<file path="src/rtl/lock_arbiter.sv">
// Round-robin arbiter with locked grants: an owner keeps the resource until done or req drop.
// Optional hold-time limit with forced release is compiled in with LOCK_ARB_TIMEOUT_EN.
module lock_arbiter #(
  parameter int unsigned N        = 4,
  parameter int unsigned MAX_HOLD = 8
) (
  input  logic                 clk,
  input  logic                 reset,
  input  logic [N-1:0]         req,
  input  logic [N-1:0]         done,
  output logic [N-1:0]         grant,
  output logic [$clog2(N)-1:0] grant_id,
  output logic                 busy,
  output logic                 timeout
);

  localparam int unsigned IW = $clog2(N);

  if (N < 2 || MAX_HOLD < 2) begin : g_param_check
    $error("lock_arbiter: N and MAX_HOLD must both be at least 2");
  end

  typedef enum logic {
    IDLE  = 1'b0,
    GRANT = 1'b1
  } state_t;

  state_t          state, next_state;
  logic [IW-1:0]   last, last_d;
  logic [IW-1:0]   grant_id_d;
  logic [N-1:0]    grant_d;
  logic            busy_d;
  logic            timeout_d;
  logic [N-1:0]    arb_req;
  logic            win_found;
  logic [IW-1:0]   win_idx;
  logic            owner_rel;
  logic            forced;

`ifdef LOCK_ARB_TIMEOUT_EN
  localparam int unsigned CW = $clog2(MAX_HOLD);
  logic [CW-1:0] cnt, cnt_d;
`endif

  // Rotating search from last+1; on release the owner is masked so it cannot re-win
  always_comb begin
    int unsigned j;
    logic [IW-1:0] idx;
    j         = 0;
    idx       = '0;
    arb_req   = req;
    win_found = 1'b0;
    win_idx   = '0;
    if (state == GRANT) arb_req[grant_id] = 1'b0;
    for (int unsigned i = 1; i <= N; i++) begin
      j   = (32'(last) + i) % N;
      idx = IW'(j);
      if (!win_found && arb_req[idx]) begin
        win_found = 1'b1;
        win_idx   = idx;
      end
    end
  end

  assign owner_rel = done[grant_id] | ~req[grant_id];

`ifdef LOCK_ARB_TIMEOUT_EN
  assign forced = (cnt == CW'(MAX_HOLD - 1)) & ~owner_rel;
`else
  assign forced = 1'b0;
`endif

  // Next-state and registered-output logic
  always_comb begin
    next_state = state;
    grant_d    = grant;
    grant_id_d = grant_id;
    last_d     = last;
    timeout_d  = 1'b0;
`ifdef LOCK_ARB_TIMEOUT_EN
    cnt_d      = cnt + CW'(1);
`endif
    case (state)
      IDLE: begin
`ifdef LOCK_ARB_TIMEOUT_EN
        cnt_d = '0;
`endif
        if (win_found) begin
          grant_d          = '0;
          grant_d[win_idx] = 1'b1;
          grant_id_d       = win_idx;
          last_d           = win_idx;
          next_state       = GRANT;
        end
      end
      GRANT: begin
        if (owner_rel || forced) begin
          timeout_d = forced;
`ifdef LOCK_ARB_TIMEOUT_EN
          cnt_d     = '0;
`endif
          if (win_found) begin
            grant_d          = '0;
            grant_d[win_idx] = 1'b1;
            grant_id_d       = win_idx;
            last_d           = win_idx;
          end else begin
            grant_d    = '0;
            grant_id_d = '0;
            next_state = IDLE;
          end
        end
      end
      default: next_state = IDLE;
    endcase
    busy_d = |grant_d;
  end

  always_ff @(posedge clk) begin
    if (reset) begin
      state    <= IDLE;
      grant    <= '0;
      grant_id <= '0;
      busy     <= 1'b0;
      last     <= IW'(N - 1);
`ifdef LOCK_ARB_TIMEOUT_EN
      cnt      <= '0;
      timeout  <= 1'b0;
`endif
    end else begin
      state    <= next_state;
      grant    <= grant_d;
      grant_id <= grant_id_d;
      busy     <= busy_d;
      last     <= last_d;
`ifdef LOCK_ARB_TIMEOUT_EN
      cnt      <= cnt_d;
      timeout  <= timeout_d;
`endif
    end
  end

`ifndef LOCK_ARB_TIMEOUT_EN
  assign timeout = 1'b0;
`endif

endmodule

</file>
<file path="config.mk">
export PLATFORM = sky130hd
export DESIGN_NAME = lock_arbiter
export DESIGN_NICKNAME = d
export VERILOG_FILES = /design/src/rtl/lock_arbiter.sv
export SDC_FILE = /design/constraint.sdc
export NUM_CORES = 1
export LEC_CHECK = 0
export BUFFER_PORTS_ARGS = -buffer_cell sky130_fd_sc_hd__buf_4
export CAP_MARGIN = 40
export CORE_MARGIN = 10
export CORE_UTILIZATION = 40
export CTS_CLUSTER_SIZE = 10
export DETAILED_ROUTE_END_ITERATION = 8
export GPL_TIMING_DRIVEN = 0
export PLACE_DENSITY = 0.63
export SETUP_SLACK_MARGIN = 0.5
export SLEW_MARGIN = 20
export SYNTH_ARGS = -nofsm -noshare
export SYNTH_HDL_FRONTEND = slang
export SYNTH_SLANG_ARGS = --single-unit
</file>
<file path="constraint.sdc">
create_clock -name clk -period 4.1 [get_ports clk]
set_input_delay 0.205 -clock clk [delete_from_list [all_inputs] [get_ports clk]]
set_output_delay 0.205 -clock clk [all_outputs]
set_load 0.1 [all_outputs]
</file>
=== After elaboration in Yosys (flattened, before gate mapping) ===
Index checks and enable logic that the tools add are counted.

* Word-level logic and storage cells: 73
* Flip-flop bits (word level): 10
* Output and inout bits: 8
* Input bits: 10

* Reductions and logical operators: 10
* Mux-type cells: 39
* Add/sub/neg operators: 4
* Bitwise operators: 5
* Order comparisons: 8
* Equal/unequal tests: 2

{| class="wikitable"
|+ Operators by type and width
! cell !! number
|-
| $lt A2 B3 Y1 const B || 6
|-
| $mux W2 || 9
|-
| $mux W4 || 4
|-
| $mux W1 || 14
|-
| $bmux W1 S2 || 6
|-
| $pmux W2 S2 || 2
|-
| $pmux W4 S2 || 1
|-
| $logic_and A1 B1 Y1 || 5
|-
| $add A2 B1 Y2 const B || 2
|-
| $add A2 B2 Y2 const B || 2
|-
| $and A4 B4 Y4 || 1
|-
| $demux W1 S2 || 2
|-
| $ge A2 B1 Y1 const B || 2
|-
| $not A4 Y4 || 1
|-
| $reduce_or A4 Y1 || 1
|-
| $logic_not A1 Y1 || 3
|-
| $ne A2 B1 Y1 const B || 1
|-
| $ne A2 B2 Y1 const B || 1
|-
| $not A1 Y1 || 2
|-
| $pmux W1 S2 || 1
|-
| $reduce_and A2 Y1 || 1
|-
| $or A1 B1 Y1 || 1
|}

=== Logic depth before layout (Yosys ltp) ===
* Depth after elaboration: 27
* Mapped depth: 8
* Mapped depth without buffers: 7

=== Worst setup path after synthesis ===
OpenSTA, ideal clock, no wires.

* Path kind: reg-to-reg
* Start point: reg grant_id[0]
* End point: reg busy
* Cell stages (with the launch flop): 9
* Arrival: 2430 ps
* Period minus slack after synthesis: 2568 ps
* Slack: 1532 ps
* Path through: dfxtp_1 buf_4 xor2_2 a32oi_1 o21ai_0 nand2_1 a221oi_4 a2bb2oi_2 a41oi_2

* Longest elaborated chain between the ends: 27

{| class="wikitable"
|+ Ends and longest elaborated chain
! item !! RTL line !! RTL
|-
| start, declared || 12 || <nowiki>output logic [$clog2(N)-1:0] grant_id,</nowiki>
|-
| start signal, assigned || 133 || <nowiki>grant_id <= grant_id_d;</nowiki>
|-
| $lt A2 B3 Y1 (implied by the code) / $ge A2 B1 Y1 (equally long branches) || 54 || <nowiki>if (state == GRANT) arb_req[grant_id] = 1'b0;</nowiki>
|-
| $logic_and A1 B1 Y1 (implied by the code) || 54 ||
|-
| $mux W1 (implied by the code) || 54 ||
|-
| $demux W1 S2 || 54 ||
|-
| $not A4 Y4 (no source line) || - ||
|-
| $and A4 B4 Y4 (no source line) || - ||
|-
| $mux W4 || 54 ||
|-
| $bmux W1 S2 || 58 || <nowiki>if (!win_found && arb_req[idx]) begin</nowiki>
|-
| (+11 left out) || - ||
|-
| $lt A2 B3 Y1 (implied by the code) / $ge A2 B1 Y1 (equally long branches) || 90, 104 ||
|-
| $logic_and A1 B1 Y1 (implied by the code) || 90, 104 ||
|-
| $mux W1 (implied by the code) || 90, 104 ||
|-
| $demux W1 S2 || 90, 104 ||
|-
| $mux W4 || 102 || <nowiki>if (win_found) begin</nowiki>
|-
| $mux W4 || 97 || <nowiki>if (owner_rel || forced) begin</nowiki>
|-
| $pmux W4 S2 * || 83 || <nowiki>case (state)</nowiki>
|-
| $reduce_or A4 Y1 * || 116 || <nowiki>busy_d = |grant_d;</nowiki>
|-
| end signal, assigned || 134 || <nowiki>busy <= busy_d;</nowiki>
|-
| end, declared || 13 || <nowiki>output logic busy,</nowiki>
|}

Every way passes the cells marked *; elsewhere a longest branch is shown, timed or not. The select of a mux whose other input is x is not followed.
A chain may end at the register's enable or synchronous reset.

=== Final worst setup path ===
* Start point: reg grant_id[1]
* End point: reg busy

Same word-level chain as after synthesis.

==> results.tsv <==
metric	value	unit
area of the multi-input gates	437	sq um
Compound-Gate Fraction of Synth Area	0.375	
ant diodes	0	
Slew Viols, Final	0	
# clock sinks	10	
largest net degree at the start of global routing	11	
Clock Tree Root	clkbuf_4	
drt initial violations	9	
Area contributors post-synth	dfxtp_1, nand2_1, a21oi_1	
multiplexer share of the synthesized area	0.0464	
Final WS setup	2.07	ns
Synth warnings	0	
Post-CTS Resized	0	
Setup crit start kind	flop	
total I/O pin count	18	
crit path cell chain	clkbuf_1, nand2b_1, o21ai_1, o21ai_0, nand2_1, a221oi_4, a2bb2oi_2, a41oi_2	
Die Ht	61.1	um
fin crit period	2.03	ns
clock latency on the worst-skew pair	0.26	ns
PortBufs	15	
Final Hold Viols	0	
worst-path maximum fanout	9	
placed instance area	807	sq um
final period utilization	0.496	
Area Growth Syn to Fin	25.0	%
vias in the first global route	610	
Starting Density	0.433	
CTS Buf Count	3	
CP delay by family, top	compound AO/OA/AOI/OAI gates	
main combinational cell family by area after synthesis	compound AO/OA/AOI/OAI gates	
Peak VDD IR	0.452	mV
Place WS	2.07	ns
Slowest-stage cell, CP	a221oi_4	
final setup violation count	0	
required time of the critical path	4.23	ns
DR vias/cell	5.43	
XOR/XNOR Fraction of Synth Area	0.0241	
area occupied by registers	200	sq um
CP Buf/Inv Count	1	
Hold-fix buffers, CTS	0	
first-pass GRT wire length	2.68	mm
area share of the largest cell type after synthesis	0.297	
DP HPWL	1.25	mm
core area	1560	sq um
critical path depth in cells	8	
worst hold path type	in -> reg	
FFs w/ async S/R, synth	0	
Adder-Cell Fraction of Synth Area	0	
layout cell share with drive strength beyond 1	0.272	
die span in x	61.1	um
fin area	843	sq um
worst r2r path cells	8	
Layout Skew	0.00264	ns
synthesis-stage register bit count	10	
hold path cells	2	
fill count	147	
H-tree depth	1	
fin cells	119	
post-layout util	0.541	
most frequent cells after synthesis	nand2_1, dfxtp_1, a21oi_1, nor2_1, nand2b_1	
power per cell area	934	nW/um^2
Cell Area, Synth	674	sq um
setup_tns	0	ns
number of flops mapped to enable cells by yosys	0	
1st-pass router iterations	4	
routed wire length	1.57	mm
RSZ-0062 raised after global routing	no	
Worst Path Arrival	2.16	ns
maxcap violations	0	
via count	646	
Yosys top cell by area	dfxtp_1	
clk slew on worst S/H paths	0.07	ns
Crit Path Class	reg -> reg	
Detail Route Antenna Nets	0	
most common cell in the netlist	nand2_1	
Post-Synthesis Cells	84	
WL/cell	13.2	um
GP Congestion	0.807	
GRT Resource Usage Total	0.0907	
net count after synthesis	94	
syn avg cell area	8.03	sq um
sequential area share after synthesis	0.297	
Max Root-Sink Buffers	2	
FMAX	0.492	GHz
Yosys cell types	32	
Layout Nets	114	
DRC errors left	0	
initial antenna violation count	0	
CTS tree	done	
worst-margin pin slew	0.494	ns
ys flop type	dfxtp_1	
outcome	complete, no violations	
Tot Pwr	0.788	mW
Pleak	0.345	nW
Crit. End Element	flop	
area of the die	3730	sq um
Min Hold Slack	0.310	ns
CP peak stage delay	0.40	ns
total global routing overflow	0	
relative slew slack	0.669	
row cnt	14	
Post-CTS Setup Repair Bufs	0	
Placed Cells incl. Taps	115	
Synth Area in Simple Gates	0.197	
## state kept, by name, summed over array words and instances, names as in the netlist
register	cells
grant	4
grant_id	2
last	2
busy	1
state	1
## per-layer routing
metal / routed length, um / vias to the layer above / share of wire / GRT usage
li1: - / 341 / - / -
met1: 737 / 296 / 0.47 / 0.112
met2: 769 / 9 / 0.49 / 0.151
met3: 65 / 0 / 0.041 / 0.0267
met4: 0 / 0 / 0 / 0.0195
met5: 0 / - / 0 / 0
## where the power goes
part	internal [mW]	total, mW	switching, mW
logic	0.167	0.542	0.375
registers	0.132	0.158	0.0256
clock network	0.0538	0.0882	0.0344
## cells in the final DEF (no fill, tap or decap), drive strengths merged
| cell type | synthesis | layout |
|---|---|---|
| o41ai | 1 | 1 |
| a221oi | 1 | 1 |
| a21boi | 1 | 1 |
| o32ai | 1 | 1 |
| o31a | 1 | 1 |
| o211ai | 1 | 1 |
| a31oi | 2 | 2 |
| nand3b | 1 | 1 |
| nor2 | 7 | 7 |
| buf | 4 | 19 |
| nand2 | 15 | 15 |
| o221ai | 2 | 2 |
| nand2b | 5 | 5 |
| dfxtp | 10 | 10 |
| mux2i | 2 | 2 |
| a21oi | 7 | 7 |
| a2bb2oi | 1 | 1 |
| o21ai | 8 | 8 |
| mux2 | 1 | 1 |
| a211o | 1 | 1 |
| clkbuf | 1 | 5 |
| inv | 2 | 2 |
| nor2b | 1 | 1 |
| a22oi | 1 | 1 |
| conb | 1 | 1 |
| xor2 | 1 | 1 |
| o21a | 1 | 1 |
| nand3 | 1 | 1 |
| a32oi | 2 | 2 |
| a41oi | 1 | 1 |
## path summary, 6_finish.rpt
check	start	end	slack (ns)
setup / recovery	grant_id[1]	busy	2.07
hold / removal	reset	grant[2]	0.31
setup reg to reg	grant_id[1]	busy	2.07
hold reg to reg	grant[1]	grant[1]	0.47
## kinds of logic after synthesis
logic type	count (synthesis)
compound gates	32
simple gates	30
flops	10
buf+inv	7
mux	3
xor+xnor	1
other cells	1
## final cells by class
class | instances | area share
inverters | 2 | 0.00890
multi-input cells | 67 | 0.518
repair buffers | 15 | 0.134
flip-flops and latches | 10 | 0.237
clock buffers | 4 | 0.0430
plain buffers | 5 | 0.0356
well taps | 16 | 0.0237
(Power assumes the default switching activity.)
